File: config.mk
export PLATFORM = sky130hd
export DESIGN_NAME = booth_ctrl
export DESIGN_NICKNAME = d
export VERILOG_FILES = /design/src/rtl/booth_pkg.sv /design/src/rtl/booth_iter_cnt.sv /design/src/rtl/booth_ctrl.sv
export SDC_FILE = /design/constraint.sdc
export NUM_CORES = 1
export LEC_CHECK = 0
export BUFFER_PORTS_ARGS = -buffer_cell sky130_fd_sc_hd__buf_2
export CORE_AREA = 2 2 39 41
export CTS_BUF_LIST = sky130_fd_sc_hd__clkbuf_4 sky130_fd_sc_hd__clkbuf_8 sky130_fd_sc_hd__clkbuf_16
export CTS_CLUSTER_DIAMETER = 200
export CTS_CLUSTER_SIZE = 30
export DETAILED_ROUTE_END_ITERATION = 6
export DIE_AREA = 0 0 41 43
export HOLD_SLACK_MARGIN = 0.15
export PLACE_DENSITY = 0.56
export SLEW_MARGIN = 40
export SYNTH_ARGS = -nofsm -noshare
export SYNTH_HDL_FRONTEND = slang
export SYNTH_SLANG_ARGS = --single-unit
export TNS_END_PERCENT = 5
File: constraint.sdc
create_clock -name clk -period 1.6 [get_ports clk]
set_input_delay 0 -clock clk [delete_from_list [all_inputs] [get_ports clk]]
set_output_delay 0 -clock clk [all_outputs]
set_load 0.01 [all_outputs]
File: src/rtl/booth_pkg.sv
// Shared types for the radix-2 Booth multiplier control path: state encoding,
// default operand width and the bit positions of the c0..c6 control strobes.
package booth_pkg;

  localparam int N_DEF   = 8;
  localparam int NUM_CTL = 7;

  localparam int C0_IDX = 0;
  localparam int C1_IDX = 1;
  localparam int C2_IDX = 2;
  localparam int C3_IDX = 3;
  localparam int C4_IDX = 4;
  localparam int C5_IDX = 5;
  localparam int C6_IDX = 6;

  typedef enum logic [3:0] {
    IDLE,
    LOAD_M,
    LOAD_Q,
    TEST,
    ADD,
    SUB,
    SHIFT,
    OUT_A,
    OUT_Q,
    DONE
  } state_t;

endpackage

File: src/rtl/booth_iter_cnt.sv
// Iteration counter for the Booth sequencer; clr wins over inc, last flags cnt==N-1.
// Single-cycle update, no flow control.
module booth_iter_cnt
  import booth_pkg::*;
#(
  parameter int N     = N_DEF,
  parameter int CNT_W = $clog2(N)
) (
  input  logic clk,
  input  logic rst_b,
  input  logic clr,
  input  logic inc,
  output logic last
);

  logic [CNT_W-1:0] cnt;

  always_ff @(posedge clk) begin
    if (!rst_b) begin
      cnt <= '0;
    end else if (clr) begin
      cnt <= '0;
    end else if (inc) begin
      cnt <= cnt + CNT_W'(1);
    end
  end

  assign last = (cnt == CNT_W'(N - 1));

endmodule

File: src/rtl/booth_ctrl.sv
// Booth multiplier sequencer: Moore-decoded one-hot strobes, fin lands 5+2N+k cycles after bgn.
// No backpressure; bgn only sampled in IDLE. Optional abort port under BOOTH_CTRL_ABORT_EN.
module booth_ctrl
  import booth_pkg::*;
#(
  parameter int N     = N_DEF,
  parameter int CNT_W = $clog2(N)
) (
  input  logic clk,
  input  logic rst_b,
  input  logic bgn,
`ifdef BOOTH_CTRL_ABORT_EN
  input  logic abort,
`endif
  input  logic q0,
  input  logic q_m1,
  output logic c0,
  output logic c1,
  output logic c2,
  output logic c3,
  output logic c4,
  output logic c5,
  output logic c6,
  output logic fin
);

  state_t               state;
  state_t               state_n;
  logic [NUM_CTL-1:0]   ctl;
  logic                 fin_d;
  logic                 last;
  logic                 abort_hit;

`ifdef BOOTH_CTRL_ABORT_EN
  assign abort_hit = abort && (state != IDLE);
`else
  assign abort_hit = 1'b0;
`endif

  booth_iter_cnt #(
    .N     (N),
    .CNT_W (CNT_W)
  ) u_iter_cnt (
    .clk   (clk),
    .rst_b (rst_b),
    .clr   ((state == LOAD_M) || abort_hit),
    .inc   ((state == SHIFT) && !last),
    .last  (last)
  );

  always_ff @(posedge clk) begin
    if (!rst_b) begin
      state <= IDLE;
    end else begin
      state <= state_n;
    end
  end

  always_comb begin
    state_n = state;
    ctl     = '0;
    fin_d   = 1'b0;
    case (state)
      IDLE:   if (bgn) state_n = LOAD_M;
      LOAD_M: begin ctl[C0_IDX] = 1'b1; state_n = LOAD_Q; end
      LOAD_Q: begin ctl[C1_IDX] = 1'b1; state_n = TEST;   end
      TEST: begin
        case ({q0, q_m1})
          2'b10:   state_n = SUB;
          2'b01:   state_n = ADD;
          default: state_n = SHIFT;
        endcase
      end
      ADD:    begin ctl[C2_IDX] = 1'b1; state_n = SHIFT; end
      SUB:    begin ctl[C3_IDX] = 1'b1; state_n = SHIFT; end
      SHIFT:  begin ctl[C4_IDX] = 1'b1; state_n = last ? OUT_A : TEST; end
      OUT_A:  begin ctl[C5_IDX] = 1'b1; state_n = OUT_Q; end
      OUT_Q:  begin ctl[C6_IDX] = 1'b1; state_n = DONE;  end
      DONE:   begin fin_d = 1'b1;       state_n = IDLE;  end
      default: state_n = IDLE;
    endcase
    // abort only redirects the next state; current-cycle strobes stay a pure state decode
    if (abort_hit) state_n = IDLE;
  end

  assign c0  = ctl[C0_IDX];
  assign c1  = ctl[C1_IDX];
  assign c2  = ctl[C2_IDX];
  assign c3  = ctl[C3_IDX];
  assign c4  = ctl[C4_IDX];
  assign c5  = ctl[C5_IDX];
  assign c6  = ctl[C6_IDX];
  assign fin = fin_d;

endmodule
==> impl_results.md, run 1 <==
* Setup-failing EPs final at 0
* Core Area at 1380 um2
* Area delta synth->final at 21.5%
* Number of I/O pins at 13
* Max-cap violations at 0
* CP Launch Type: flop
* Sink Count at 7
* Largest delay share family, worst path: flip-flops
* Clock Path Buffers at 2
* Fin. Hold Viols at 0
* Dpl cell area at 522 um2
* First-pass GRT wire length at 1440 um
* Cell area after synthesis at 470 um2
* Drt wl/cell at 9.55 um
* Share of cells above drive strength 1 at 27.1%
* Drc violations at 0
* Total clock buffers created by CTS at 3
* Top_reg_cell synth: dfxtp_1
* Design area at 572 um2
* Synth Instances at 56
* Antenna Nets Post-Route at 0
* CP bufs+invs at 2
* Sequential share of the synthesized area at 29.8%
* Synth Warn # at 0
* Final Max Slew Viols at 0
* CTS H-tree depth at 1
* CP Data Arrival Time at 1.40 ns
* Clock Skew at 0.000628 ns
* FF+latch count, synth at 7
* Die W at 41 um
* Leakage at 0.280 nW
* Initial antenna violation count at 0
* Skew-Pair Late Insertion Delay at 0.25 ns
* Switching share of total power at 29.3%
* Detail Placement HPWL at 636 um
* TNS Setup at 0 ns
* Gate power share at 19.7%
* Pwr Density at 866 nW/um2
* Clock network fraction of total power at 35.7%
* Initial DRC Count at 6
* Crit share post-route at 87.6%
* CP Class: flop to primary output
* Crit Path Max Fanout at 13
* Final WL at 821 um
* Post-synth EDFFs at 0
* Die Y at 43 um
* CTS Hold Bufs at 2
* Largest net degree at the start of global routing at 14
* CP max stage delay at 0.58 ns
* Gr usage total at 12.6%
* Vias in the first global route at 375
* Sequential power share at 44.6%
* Routed vias at 428
* TritonCTS clock tree: yes
* Router iterations before antenna repair at 3
* Slowest-stage cell, CP: dfxtp_1
* DR vias/cell at 4.98
* CP Data Required Time at 1.60 ns
* Post-CTS Setup Repair Bufs at 0
* CTS Root Cell: clkbuf_4
* Overflow after GRT at 0
* Final min period at 1.40 ns
* Fin nets at 79
* RSZ-0062 raised after global routing: false
* Final hold slack at 0.244 ns
* Synth cell types at 27
* Slew @ Worst Pin at 0.456 ns
* Gpl congestion at 0.691
* CP cell instances: nand2_1, or2_2, inv_1, buf_2
* Post_cts resized at 0
* Initial Util at 34.0%
* Most frequent cells in the layout: buf_2 (12), dfxtp_1 (7), inv_1 (6)
* PortBufs at 12
* Hold crit path type: input port to flop
* Mean area per synthesized cell at 8.40 um2
* Internal at 350 uW
* Site Rows at 14
* Antenna diodes at 0
* Reg clk slew, reported paths at 0.05 ns
* Die ar. at 1760 um2
* Status: finished, final reports clean
* Relative slew slack at 69.3%
* Max VDD drop at 412 uV
* Asr flop ratio synth at 0%
* Fmax at 0.714 GHz
* Net switching power at 145 uW
* Syn Nets at 64
* Most common cell after layout, fill and taps aside: buf_2
* Critical path endpoint category: primary output
==> logic make-up after synthesis <==
logic type	count (synthesis)	share of synthesized area, %
simple gates	22	32.4
compound gates	13	16.8
buf+inv	10	10.9
flops	7	29.8
fa+ha+maj	3	7.98
mux	1	2.13
==> path summary, 6_finish.rpt <==
kind / cells after the start / end / slack (ns) / startpoint
setup / recovery: 4 / c5 / 0.20 / state[2]
setup reg to reg: 4 / u_iter_cnt.cnt[0] / 0.29 / u_iter_cnt.cnt[0]
hold reg to reg: 2 / u_iter_cnt.cnt[2] / 0.48 / u_iter_cnt.cnt[2]
hold / removal: 4 / state[1] / 0.24 / q0
==> synth_stat cells (all sizes together), types with 2 or more instances <==
| master | instances | area [um2] |
|---|---|---|
| dfxtp | 7 | 140 |
| inv | 6 | 22.5 |
| a21oi | 5 | 25.0 |
| buf | 4 | 28.8 |
| o21ai | 4 | 20.0 |
| ha | 3 | 37.5 |
| nand2b | 3 | 26.3 |
| nor2 | 3 | 11.3 |
| nor3 | 3 | 15.0 |
| nand2 | 2 | 7.51 |
| nand3 | 2 | 10.0 |
| nand3b | 2 | 15.0 |
==> tightest hold or removal path: cells and delay by family <==
family	cells	cell delay (ns)
buffers and inverters	1	0.08
AO/OA/AOI/OAI	1	0.08
AND/OR/NAND/NOR	1	0.07
adder cells (fa/ha/maj)	1	0.22
==> state kept, by name, indices dropped and copies added (netlist names) <==
register / count
u_iter_cnt.cnt: 3
state: 4
==> stage by stage <==
step	worst slack, ns	cells	power (mW)	utilization (%)
after floorplan	0.376	56	0.299	-
after global placement	0.315	80	0.321	37.7
after detailed placement	0.291	80	0.320	37.7
after CTS	0.171	86	0.509	41.3
after global routing	0.0441	86	0.532	41.3
final	0.199	86	0.495	41.3
==> area by class of cell <==
class / count / area [um2]
Multi-Input combinational cell: 39 / 279
Timing Repair Buffer: 14 / 80.1
Tap cell: 16 / 20.0
Inverter: 6 / 22.5
Fill cell: 155 / 812
Clock buffer: 4 / 30.0
Sequential cell: 7 / 140
==> power groups by stage <==
stage / Combinational (mW) / Sequential, mW / Clock [mW]
floorplan: 0.104 / 0.195 / 0
finish: 0.0975 / 0.221 / 0.177
global route: 0.110 / 0.227 / 0.195
CTS: 0.0987 / 0.221 / 0.189
detailed placement: 0.0945 / 0.225 / 0
global placement: 0.0964 / 0.225 / 0
==> per-layer routing <==
metal	vias up	track usage [%]	share of wire (%)
li1	222	-	-
met1	192	14.2	45
met2	12	17.8	47
met3	2	3.14	5.6
met4	0	12.0	1.7
met5	-	0	0
Power figures use the tool's default switching activity.
==> run 2, diff against run 1 <==
--- a/config.mk
+++ b/config.mk
@@ -6,16 +6,18 @@
 export NUM_CORES = 1
 export LEC_CHECK = 0
 export BUFFER_PORTS_ARGS = -buffer_cell sky130_fd_sc_hd__buf_2
-export CORE_AREA = 2 2 39 41
+export CELL_PAD_IN_SITES_DETAIL_PLACEMENT = 1
+export CELL_PAD_IN_SITES_GLOBAL_PLACEMENT = 2
+export CORE_UTILIZATION = 26
 export CTS_BUF_LIST = sky130_fd_sc_hd__clkbuf_4 sky130_fd_sc_hd__clkbuf_8 sky130_fd_sc_hd__clkbuf_16
 export CTS_CLUSTER_DIAMETER = 200
 export CTS_CLUSTER_SIZE = 30
 export DETAILED_ROUTE_END_ITERATION = 6
-export DIE_AREA = 0 0 41 43
 export HOLD_SLACK_MARGIN = 0.15
-export PLACE_DENSITY = 0.56
+export PLACE_DENSITY = 0.69
 export SLEW_MARGIN = 40
 export SYNTH_ARGS = -nofsm -noshare
 export SYNTH_HDL_FRONTEND = slang
+export SYNTH_HIERARCHICAL = 1
 export SYNTH_SLANG_ARGS = --single-unit
 export TNS_END_PERCENT = 5
==> impl_results.md, run 2 <==
* CP max stage delay at 0.32 ns (-0.26 ns)
* Terminus of the critical flop-to-flop path: u_iter_cnt/cnt[2]
* TNS Setup at 0 ns (unchanged)
* Fmax at 0.718 GHz (+0.57%)
* Sequential share of the synthesized area at 32.7% (+3.0 points)
* Hold crit path type: input port to flop
* Synth Warn # at 6 (+6)
* Initial Util at 28.1% (-5.9 points)
* Global Route met3 Usage at 6.47% (+3.3 points)
* Synth Instances at 49 (-13%)
* Met1 track demand over resource at 16.1% (+2.0 points)
* GR Layer Usage met2 at 21.8% (+4.0 points)
* TritonCTS clock tree: yes
* CP Data Required Time at 1.74 ns (+0.14 ns)
* Post-synth EDFFs at 0 (unchanged)
* Clock Path Buffers at 2 (unchanged)
* Largest registers: state (4), u_iter_cnt/cnt (3)
* Number of I/O pins at 13 (unchanged)
* CTS H-tree depth at 1 (unchanged)
* Crit Path Max Fanout at 3 (-10)
* Largest delay share family, worst path: adder cells
* Drc violations at 0 (unchanged)
* Power consumption at 508 uW (+2.5%)
* Die Y at 42.6 um (-1.0%)
* Final min period at 1.39 ns (-0.00789 ns)
* Overflow after GRT at 0 (unchanged)
* Die ar. at 1810 um2 (+2.8%)
* Crit share post-route at 87.1% (-0.49 points)
* Initial antenna violation count at 0 (unchanged)
* Site Rows at 14 (unchanged)
* GRT Max-Usage Layer: met2
* PortBufs at 12 (unchanged)
* Critical path endpoint category: flop
* Reg clk slew, reported paths at 0.05 ns (about the same)
* RR Startpoint: u_iter_cnt/cnt[0]
* Share of cells above drive strength 1 at 36.2% (+9.1 points)
* CP Launch Type: flop
* Mean area per synthesized cell at 8.73 um2 (+4.0%)
* Cell Count, Final, Fillers Out at 85 (-1.2%)
* Dominant cells by area after synthesis: dfxtp_1 (33%), ha_1 (8.8%), nand2b_1 (8.8%), mux2i_1 (7.0%), nor2_1 (6.1%)
* Fin. Hold Viols at 0 (unchanged)
* Multi-input logic area at 264 um2 (-5.4%)
* Leakage at 0.279 nW (-0.56%)
* Synth cell count leaders: dfxtp_1 (7), nor2_1 (7), nand2b_1 (6)
* Max-cap violations at 0 (unchanged)
* Drt wl/cell at 12.0 um (+26%)
* Status: finished, final reports clean
* Final Core Density at 37.5% (-3.8 points)
* Total clock buffers created by CTS at 3 (unchanged)
* Most frequent cells in the layout: buf_2 (12), nor2_1 (7), dfxtp_1 (7)
* Worst setup endpoint: u_iter_cnt/cnt[2]
* Worst r2r path cells at 6 (+2)
* Synth cell types at 22 (-19%)
* Post-synth top area share at 32.7% (+3.0 points)
* CP cell instances: ha_1, ha_1, nor3_1, buf_4, mux2i_1, nor2_1
* Gpl congestion at 0.621 (-10%)
* Asr flop ratio synth at 0% (unchanged)
* First-pass GRT wire length at 1750 um (+21%)
* Slew @ Worst Pin at 0.341 ns (-0.115 ns)
* CP bufs+invs at 1 (-1)
* Final WL at 1020 um (+24%)
* Gr usage total at 13.1% (+0.52 points)
* Sink Count at 7 (unchanged)
* Fill cell count at 197 (+27%)
* Pwr Density at 888 nW/um2 (+2.5%)
* Detail Placement HPWL at 771 um (+21%)
* DR vias/cell at 4.78 (-4.0%)
* RSZ-0062 raised after global routing: false
* Clock Skew at 0.00162 ns (+0.000992 ns)
* Dominant cell type by area after synthesis: dfxtp_1
* CP Class: flop to flop
* Router iterations before antenna repair at 2 (-1)
* Die W at 42.6 um (+3.8%)
* FF+latch count, synth at 7 (unchanged)
* Initial DRC Count at 4 (-2)
* Antenna diodes at 0 (unchanged)
* CP Data Arrival Time at 1.53 ns (+0.13 ns)
* Vias in the first global route at 398 (+6.1%)
* R2R Setup Slk at 0.21 ns (-0.08 ns)
* Syn Nets at 57 (-11%)
* Most common cell after layout, fill and taps aside: buf_2
* Max FFs per register at 4 (unchanged)
* Antenna Nets Post-Route at 0 (unchanged)
* Fin nets at 78 (-1.3%)
* Core Area at 1520 um2 (+10%)
* Crit path depth at 6 (+2)
* Skew-Pair Late Insertion Delay at 0.25 ns (about the same)
* Max VDD drop at 428 uV (+3.9%)
* Slowest-stage cell, CP: dfxtp_1
* Largest Register: state
* Final Max Slew Viols at 0 (unchanged)
* Placed insts at 79 (-1.3%)
* Cell area after synthesis at 428 um2 (-9.0%)
* CP Launch Point: u_iter_cnt/cnt[0]
* Setup-failing EPs final at 0 (unchanged)
* Most frequent CP cell: ha_1
* CTS Root Cell: clkbuf_4
* Relative slew slack at 77.2% (+7.9 points)
* Area delta synth->final at 33.6%
* Top_reg_cell synth: dfxtp_1
* Routed vias at 406 (-5.1%)
* Storage cell area at 140 um2 (unchanged)
* Largest net degree at the start of global routing at 10 (-4)
run 2: cell types whose count changed in the layout (fill, tap and decap cells not counted), moves of 2 or more:
cell	delta
inv_1	-5
buf_4	+4
nand2b_1	+4
nor2_1	+4
a21oi_1	-3
o21ai_0	-3
mux2i_1	+2
nand3_1	-2
nand3b_1	-2
nor3_1	+2
nor3_2	+2
run 2: cell families after synthesis:
family / count (synthesis) / synth area share, %
AO/OA/AOI/OAI: 6 / 9.65
flip-flops: 7 / 32.7
buffers and inverters: 4 / 5.55
AND/OR/NAND/NOR: 25 / 34.2
XOR/XNOR: 1 / 2.05
adder cells (fa/ha/maj): 3 / 8.77
multiplexers: 3 / 7.02
run 2: layout make-up:
cell class	instances	share of cell area [%]
timing repair buffer	18	19.3
multi-input combinational	38	46.2
inverter	2	1.31
tap	16	3.50
clock buffer	4	5.25
sequential	7	24.5
run 2: worst min-delay path by stage:
stage	from	to	slack [ns]	cells past startpoint
floorplan	rst_b	state[3]	0.12	1
global placement	rst_b	state[3]	0.28	2
detailed placement	rst_b	state[3]	0.27	2
CTS	q0	state[1]	0.24	4
global route	q0	state[1]	0.26	4
finish	q0	state[1]	0.24	4
run 2: where the power goes:
part	switching (mW)	internal (mW)
clock network	0.0656	0.112
registers	0.0186	0.186
logic	0.0666	0.0584
total	0.151	0.357
run 2: worst min-delay path, stage by stage:
cell	delay [ns]
buf_2	0.08
ha_1	0.22
nand2b_1	0.07
a311oi_1	0.08
run 2: metrics by stage:
stage / hold slack, ns / worst slack (ns) / instance area, um2
2_1_floorplan: 0.118 / 0.148 / 428
3_3_place_gp: 0.281 / 0.240 / 522
3_5_place_dp: 0.275 / 0.223 / 522
4_1_cts: 0.244 / 0.184 / 572
5_1_grt: 0.256 / 0.0793 / 572
6_report: 0.244 / 0.207 / 572
run 2: timing repair:
item | CTS | global route
hold buffers | 2 | 0
hold endpoints to repair | 7 | 0
buffers inserted | 0 | 0
resized for setup | 0 | 0
run 2: per-layer routing:
layer | vias to the layer above | share of wire (%)
li1 | 208 | -
met1 | 188 | 48
met2 | 10 | 47
met3 | 0 | 4.8
met4 | 0 | 0
met5 | - | 0
